## src/rtl/frame_uart_tx.sv

```systemverilog
// Frame-to-UART bridge: buffers 40-bit frames and sends each as 5 bytes, 8N1, MSB byte first.
// Define FRAME_DELIM_EN to append a CR/LF (0x0D, 0x0A) pair after every frame.
module frame_uart_tx #(
    parameter int unsigned CLK_FREQ   = 500_000,
    parameter int unsigned BAUD       = 9600,
    parameter int unsigned FIFO_DEPTH = 4
) (
    input  logic                          clk,
    input  logic                          rst,
    input  logic [39:0]                   para_in,
    input  logic                          para_valid,
    input  logic                          clr_ovf,
    output logic                          uart_tx,
    output logic                          busy,
    output logic [$clog2(FIFO_DEPTH):0]   fifo_level,
    output logic                          overflow
);
    localparam int unsigned ClksPerBit = CLK_FREQ / BAUD;
    localparam int unsigned CntW       = $clog2(ClksPerBit);
    localparam int unsigned PtrW       = $clog2(FIFO_DEPTH);
    localparam int unsigned LvlW       = PtrW + 1;
    localparam logic [CntW-1:0] BaudMax = CntW'(ClksPerBit - 1);
`ifdef FRAME_DELIM_EN
    localparam logic [2:0] LastByte = 3'd6;
`else
    localparam logic [2:0] LastByte = 3'd4;
`endif

    typedef enum logic [2:0] {StIdle, StLoad, StStart, StData, StStop} state_e;

    state_e            state_q, state_d;
    logic [CntW-1:0]   baud_q, baud_d;
    logic [2:0]        bit_q, bit_d;
    logic [2:0]        byte_q, byte_d;
    logic [39:0]       frame_q, frame_d;
    logic [PtrW-1:0]   wr_ptr_q, wr_ptr_d, rd_ptr_q, rd_ptr_d;
    logic [LvlW-1:0]   level_q, level_d;
    logic              ovf_q, ovf_d;
    logic              tx_q, tx_d;
    logic [39:0]       mem [FIFO_DEPTH];
    logic              push, pop, baud_done;
    logic [7:0]        cur_byte;

    // A pop in the LOAD cycle frees a slot, so a push into a full FIFO is accepted then.
    always_comb begin
        pop      = (state_q == StLoad);
        push     = para_valid && ((level_q != LvlW'(FIFO_DEPTH)) || pop);
        wr_ptr_d = wr_ptr_q + PtrW'(push);
        rd_ptr_d = rd_ptr_q + PtrW'(pop);
        level_d  = level_q + LvlW'(push) - LvlW'(pop);
        if (para_valid && !push) begin
            ovf_d = 1'b1;
        end else if (clr_ovf) begin
            ovf_d = 1'b0;
        end else begin
            ovf_d = ovf_q;
        end
    end

    always_comb begin
        state_d   = state_q;
        baud_d    = baud_q + CntW'(1);
        bit_d     = bit_q;
        byte_d    = byte_q;
        frame_d   = frame_q;
        baud_done = (baud_q == BaudMax);
        case (state_q)
            StIdle: begin
                baud_d = '0;
                if (level_q != '0) state_d = StLoad;
            end
            StLoad: begin
                frame_d = mem[rd_ptr_q];
                byte_d  = '0;
                bit_d   = '0;
                baud_d  = '0;
                state_d = StStart;
            end
            StStart: begin
                if (baud_done) begin
                    baud_d  = '0;
                    bit_d   = '0;
                    state_d = StData;
                end
            end
            StData: begin
                if (baud_done) begin
                    baud_d = '0;
                    if (bit_q == 3'd7) state_d = StStop;
                    else               bit_d   = bit_q + 3'd1;
                end
            end
            StStop: begin
                if (baud_done) begin
                    baud_d = '0;
                    if (byte_q != LastByte) begin
                        byte_d  = byte_q + 3'd1;
                        state_d = StStart;
                    end else if (level_q != '0) begin
                        state_d = StLoad;
                    end else begin
                        state_d = StIdle;
                    end
                end
            end
            default: state_d = StIdle;
        endcase
    end

    // Line level is registered from the next state so uart_tx is glitch-free.
    always_comb begin
        case (byte_d)
            3'd0:    cur_byte = frame_d[39:32];
            3'd1:    cur_byte = frame_d[31:24];
            3'd2:    cur_byte = frame_d[23:16];
            3'd3:    cur_byte = frame_d[15:8];
            3'd4:    cur_byte = frame_d[7:0];
`ifdef FRAME_DELIM_EN
            3'd5:    cur_byte = 8'h0D;
            3'd6:    cur_byte = 8'h0A;
`endif
            default: cur_byte = 8'hFF;
        endcase
        case (state_d)
            StStart: tx_d = 1'b0;
            StData:  tx_d = cur_byte[bit_d];
            default: tx_d = 1'b1;
        endcase
    end

    always_ff @(posedge clk) begin
        if (rst) begin
            state_q  <= StIdle;
            baud_q   <= '0;
            bit_q    <= '0;
            byte_q   <= '0;
            frame_q  <= '0;
            wr_ptr_q <= '0;
            rd_ptr_q <= '0;
            level_q  <= '0;
            ovf_q    <= 1'b0;
            tx_q     <= 1'b1;
        end else begin
            state_q  <= state_d;
            baud_q   <= baud_d;
            bit_q    <= bit_d;
            byte_q   <= byte_d;
            frame_q  <= frame_d;
            wr_ptr_q <= wr_ptr_d;
            rd_ptr_q <= rd_ptr_d;
            level_q  <= level_d;
            ovf_q    <= ovf_d;
            tx_q     <= tx_d;
        end
    end

    always_ff @(posedge clk) begin
        if (push) mem[wr_ptr_q] <= para_in;
    end

    assign uart_tx    = tx_q;
    assign busy       = (state_q != StIdle) || (level_q != '0);
    assign fifo_level = level_q;
    assign overflow   = ovf_q;
endmodule

```

## config.mk

```make
export PLATFORM = sky130hd
export DESIGN_NAME = frame_uart_tx
export DESIGN_NICKNAME = d
export VERILOG_FILES = /design/src/rtl/frame_uart_tx.sv
export SDC_FILE = /design/constraint.sdc
export NUM_CORES = 1
export LEC_CHECK = 0
export ABC_CLOCK_PERIOD_IN_PS = 4300
export BUFFER_PORTS_ARGS = -buffer_cell sky130_fd_sc_hd__buf_4
export CAP_MARGIN = 20
export CORE_ASPECT_RATIO = 1.2
export CORE_MARGIN = 4
export CORE_UTILIZATION = 35
export DETAILED_ROUTE_END_ITERATION = 10
export PLACE_DENSITY_LB_ADDON = 0.3
export SLEW_MARGIN = 10
export SYNTH_ARGS = -nofsm -noshare
export SYNTH_HDL_FRONTEND = slang
export SYNTH_SLANG_ARGS = --single-unit
```

## constraint.sdc

```tcl
create_clock -name clk -period 4.3 [get_ports clk]
set_input_delay 0.215 -clock clk [delete_from_list [all_inputs] [get_ports clk]]
set_output_delay 0.215 -clock clk [all_outputs]
set_load 0.005 [all_outputs]
```

==> metrics.yaml, run 1 <==
cts.path.max_buffers: 3
placed_cell_area_mm2: 0.00971
seq_area_frac_synth_pct: 67.5
area_growth_pct: 19.7
antenna_left: 0
yosys-top-cells-area: "edfxtp_1 (53%), dfxtp_1 (14%), mux4_2 (10%)"
maxSlewViolCount: 0
first_pass_iters: 4
yosysUniqueCellTypes: 68
grt-ovfl-total: 0
grt_antenna_before_repair: 0
drive_gt1_share_pct: 22.7
critPathKind: "reg2reg"
cts_tree: "built"
netlist_top_cells_count: "edfxtp_1 (160), dfxtp_1 (64), nor2_1 (56)"
numCtsBuffers: 21
powerDensity_mw_per_mm2: 538
gp_congestion: 0.930
via_count: 5063
r2r_cells: 9
maxCapViolCount: 0
placed_cells: 922
stdcell_count: 1000
clkSinkCount: 224
synthFlopType: "edfxtp_1"
grt_use_total_pct: 12.9
dieArea_mm2: 0.0284
wl_per_cell_um: 18.0
path_clk_slew_ns: 0.06
crit_family: "simple AND/OR/NAND/NOR gates"
endpoint_kind: "flip-flop"
post-synth-top-count-cell: "edfxtp_1"
power_mw: 5.81
dp_hpwl_mm: 11.6
drt-total-wl_mm: 18.0
grt_pass1_wl_mm: 29.4
num_antenna_cells: 0
die_h_um: 184
start_kind: "flip-flop"
grt_max_degree: 59
die_w_um: 155
cp.depth: 9
slew-limit-headroom_pct: 47.3
synth_top_area_share_pct: 53.3
crit_buf_inv: 1
syn_area_mm2: 0.00902
drt_iter0_drc: 217
grt_pass1_vias: 5344
min_period_over_period_pct: 74.1
synth_edf_count: 160
clk-insertion-delay-late_ns: 0.50
synth_nets: 617
htreeDepth: 1
hp-class: "in2reg"
hold_violations: 0
crit_arrival_ns: 3.57
cp-startpoint: "state_q[1]"
port_buffers: 49
final.min_clock_period_ns: 3.19
finalNetCount: 709
design_area_mm2: 0.0108
ioPinCount: 50
ys_async_sr_fraction_pct: 0
rsz0062_at_grt: "no"
critPathMaxFanout: 22
fmax_mhz: 314
syn_inst: 564
ys_warn_count: 0
synth_area_per_cell_um2: 16.0
via_per_inst: 5.06
p_leak_nw: 3.61
min-delay-start: "para_valid"
initial_core_util_pct: 35.4
setup_tns_ns: 0
drcViolationCount: 0
path_cells: "or3b_1, clkinv_4, mux2_2, and4_1, o211a_1, nor4_1, a211oi_1, o22ai_1, o21ai_1"
fp.coreArea_mm2: 0.0255
outcome: "finished clean"
required_ns: 4.68
setup_viol: 0
ys_seq_elements: 224
cts_setup_buffers: 0
cpMaxStageDelayCell: "or3b_1"
worstReg2RegStart: "state_q[1]"
ctsRootBufferMaster: "clkbuf_16"
skew_ns: 0.0151
worstMarginPinSlew_ns: 0.790
row_count: 64
ir_drop_v: 0.000216
synth_area_leader_cell: "edfxtp_1"
cpPeakStageDelay_ns: 0.71
hold_depth: 3
[layer usage]
layer / share of wire, % / track usage, %
met1: 42 / 16.1
met3: 3.8 / 2.00
met5: 0 / 0
met2: 52 / 23.1
met4: 2.8 / 4.38
[where the power goes]
part	internal [mW]	switching [mW]
sequential	2.62	0.141
combinational	0.583	0.669
clock	1.06	0.734
total	4.26	1.54
[tightest hold or removal path, stage by stage]
cell and delay [ns]:
buf_4 0.12, nand4_1 0.09, a21oi_1 0.06
[registers in the layout (all words and copies together) (netlist names)]
signal,flops
byte_q,3
bit_q,3
baud_q,6
frame_q,40
overflow,1
wr_ptr_q,2
mem,160
fifo_level,3
uart_tx,1
state_q,3
rd_ptr_q,2
[cells by family after synthesis]
logic type,count (synthesis),synth area share [%]
DFF,224,67.5
and+or+nand+nor,146,8.10
xor gates and xnor gates,8,0.777
muxes,80,14.5
buffers and inverters,37,2.46
adders and majority gates,9,1.33
AOI/OAI and AO/OA,60,5.37
[path summary, 6_finish.rpt]
kind	endpoint	slack, ns
hold / removal	overflow	0.04
setup / recovery	uart_tx	1.11
hold reg to reg	baud_q[0]	0.47
setup reg to reg	uart_tx	1.11
[through the flow]
stage	worst slack (ns)	hold slack (ns)	utilization [%]
finish	1.11	0.0358	42.4
global route	0.784	0.0321	42.4
CTS	1.08	0.0188	42.4
detailed placement	1.09	0.420	38.1
global placement	1.19	0.414	38.1
floorplan	0.767	0.299	-
[placed cells by master, fill, tap and decap left out, drive strengths merged, types with 3 or more instances in the layout]
master       count
edfxtp         160
dfxtp           64
nor2            57
buf             56
dlygate4sd3     41
mux4            40
nand2           37
mux2i           37
clkbuf          34
a21oi           16
nand3            9
inv              8
nor2b            8
a32oi            8
ha               8
nor3             7
xnor2            6
a31oi            5
a211oi           5
nand4            4
nor4             4
and3             4
o21ai            4
mux2             3
o311ai           3
[repair_timing]
action                                  in CTS  in global routing
hold buffers                                41                  0
resized for setup                            0                  0
hold endpoints to repair                   161                  0
endpoints found under the setup margin       0                  0
[cell type report]
| class | count | area [um2] |
|---|---|---|
| clock buffers | 34 | 628 |
| clock inverters | 3 | 42.5 |
| fillers | 2339 | 14700 |
| inverters | 9 | 38.8 |
| multi-input cells | 303 | 2740 |
| flip-flops and latches | 224 | 6090 |
| well taps | 330 | 413 |
| repair buffers | 97 | 843 |
(Power assumes the default switching activity.)
==> inputs of run 2 (changes only) <==
--- a/config.mk
+++ b/config.mk
@@ -5,7 +5,7 @@
 export SDC_FILE = /design/constraint.sdc
 export NUM_CORES = 1
 export LEC_CHECK = 0
-export ABC_CLOCK_PERIOD_IN_PS = 4300
+export ABC_CLOCK_PERIOD_IN_PS = 2550
 export BUFFER_PORTS_ARGS = -buffer_cell sky130_fd_sc_hd__buf_4
 export CAP_MARGIN = 20
 export CORE_ASPECT_RATIO = 1.2
==> constraint.sdc (replaced) <==
create_clock -name clk -period 2.55 [get_ports clk]
set_input_delay 0.1275 -clock clk [delete_from_list [all_inputs] [get_ports clk]]
set_output_delay 0.1275 -clock clk [all_outputs]
set_load 0.005 [all_outputs]
==> run 2 against run 1 <==
Final cell count increased by 6.5%; routed wire length increased by 3.1%; first-iteration DRC count increased by 18%; clock power increased by 69%; register-to-register slack got worse by 1.0 ns; worst hold slack improved by 0.076 ns; via count increased by 3.2%; critical path type unchanged; critical endpoint unchanged; largest cell class unchanged; highest routed layer unchanged.
==> metrics.yaml, run 2 (synthesis gave the netlist of run 1 again) <==
outcome: "finished clean"
path_clk_slew_ns: 0.07
r2r_cells: 10
slew-limit-headroom_pct: 58.1
row_count: 64
hold_violations: 0
wl_per_cell_um: 17.4
drive_gt1_share_pct: 31.3
cts_tree: "built"
port_buffers: 49
grt_antenna_before_repair: 0
grt_pass1_vias: 5450
setup_tns_ns: 0
grt-ovfl-total: 0
ioPinCount: 50
largest_reg_flops: 160
finalNetCount: 772
fmax_mhz: 405
drt-total-wl_mm: 18.5
worst-r2r-setup-slack_ns: 0.08
use_met1_pct: 16.9
setup_viol: 0
cts.path.max_buffers: 3
postLayoutCoreUtil_pct: 44.9
grt_max_degree: 59
initial_core_util_pct: 35.4
required_ns: 2.98
via_per_inst: 4.91
num_antenna_cells: 0
hold_path_end: "fifo_level[2]"
critPathMaxFanout: 7
power_mw: 10.1
final.min_clock_period_ns: 2.47
largest_register: "mem"
maxCapViolCount: 0
hold_depth: 2
grt_pass1_wl_mm: 29.6
r2r-end: "uart_tx"
clk-insertion-delay-late_ns: 0.50
num-fill-cells: 2292
area_growth_pct: 26.7
powerDensity_mw_per_mm2: 881
drt_iter0_drc: 256
die_w_um: 155
drcViolationCount: 0
antenna_left: 0
dp_slack_ns: -0.150
hp-class: "in2reg"
skew_ns: 0.0152
start_kind: "flip-flop"
ctsRootBufferMaster: "clkbuf_16"
min-delay-start: "rst"
stdcell_count: 1065
layout_common_cells: "edfxtp_1 (160), buf_4 (106), dfxtp_1 (60)"
rsz0062_at_grt: "yes"
reg_top3: "mem (160), frame_q (40), baud_q (6)"
htreeDepth: 1
worstReg2RegStart: "state_q[0]"
first_pass_iters: 4
min_period_over_period_pct: 96.7
dp_hpwl_mm: 12.9
grtUsageMet3_pct: 2.00
fp.coreArea_mm2: 0.0255
top_usage_layer: "met2"
met2_usage_pct: 22.9
die_h_um: 184
crit_arrival_ns: 2.90
gp_congestion: 0.896
ir_drop_v: 0.000630
worstMarginPinSlew_ns: 0.629
dieArea_mm2: 0.0284
layout_setup_ws_ns: 0.0829
via_count: 5226
numCtsBuffers: 23
placed_cells: 967
critPathKind: "reg2reg"
maxSlewViolCount: 0
clkSinkCount: 224
p_leak_nw: 3.96
layout_commonest_cell: "edfxtp_1"
grt_use_total_pct: 13.1
endpoint_kind: "flip-flop"
==> run 2: cell count changes in the layout (fill, tap and decap cells not counted), moves of 3 or more <==
| cell | delta |
|---|---|
| buf_4 | +51 |
| buf_12 | +4 |
| buf_6 | +4 |
| clkinv_2 | +4 |
| clkbuf_8 | -3 |
==> run 2: area by class of cell <==
cell class | count | area, um2 | area share, %
sequential | 224 | 6090 | 53.3
clock buffer | 31 | 626 | 5.48
multi-input combinational | 304 | 2830 | 24.8
inverter | 9 | 38.8 | 0.340
timing repair buffer | 157 | 1360 | 11.9
clock inverter | 10 | 58.8 | 0.515
tap | 330 | 413 | 3.61
==> run 2: per-layer routing <==
metal  wire length, um  up-vias  part of all wire, %
met5                 0        -                    0
met4               466        0                  2.5
met3               593       32                  3.2
met2              9340       78                   50
met1              8140     2609                   44
li1                  -     2507                    -
==> run 2: report_power, final <==
group	switching (mW)	internal [mW]
sequential	0.181	4.42
clock	1.30	1.73
combinational	1.23	1.19
total	2.72	7.34
==> run 2: through the flow <==
| stage | hold WS [ns] | area [um2] |
|---|---|---|
| floorplan | 0.204 | 9060 |
| global placement | 0.326 | 10100 |
| detailed placement | 0.332 | 10100 |
| CTS | 0.124 | 11200 |
| global route | 0.135 | 11400 |
| finish | 0.111 | 11400 |
==> run 2: worst max-delay path, stage by stage, from the launching register on <==
cell	delay (ns)
dfxtp_2	0.32
buf_6	0.12
or3b_4	0.45
a31o_4	0.25
a21oi_4	0.23
buf_12	0.16
mux2i_1	0.21
a22oi_1	0.12
a221oi_2	0.28
o22ai_1	0.11
o21ai_1	0.14
==> run 2: timing repair <==
action                                  4_1_cts  5_1_grt
endpoints found under the setup margin        1        1
cloned                                        0        1
pin swaps                                     0       11
gates resized for setup                       5       17
endpoints found under the hold margin       161        0
hold buffers                                 42        0
buffers inserted                              1       13
==> run 2: worst max path at each step <==
stage                 to  cells past startpoint        from  slack [ns]
2_1_floorplan  mem[2][0]                      8  state_q[1]       -0.24
3_3_place_gp     uart_tx                     10   baud_q[0]       -0.05
3_5_place_dp     uart_tx                     10   baud_q[0]       -0.15
4_1_cts          uart_tx                     10  state_q[1]       0.001
5_1_grt          uart_tx                     10   baud_q[0]       -0.09
6_report         uart_tx                     10  state_q[0]        0.08
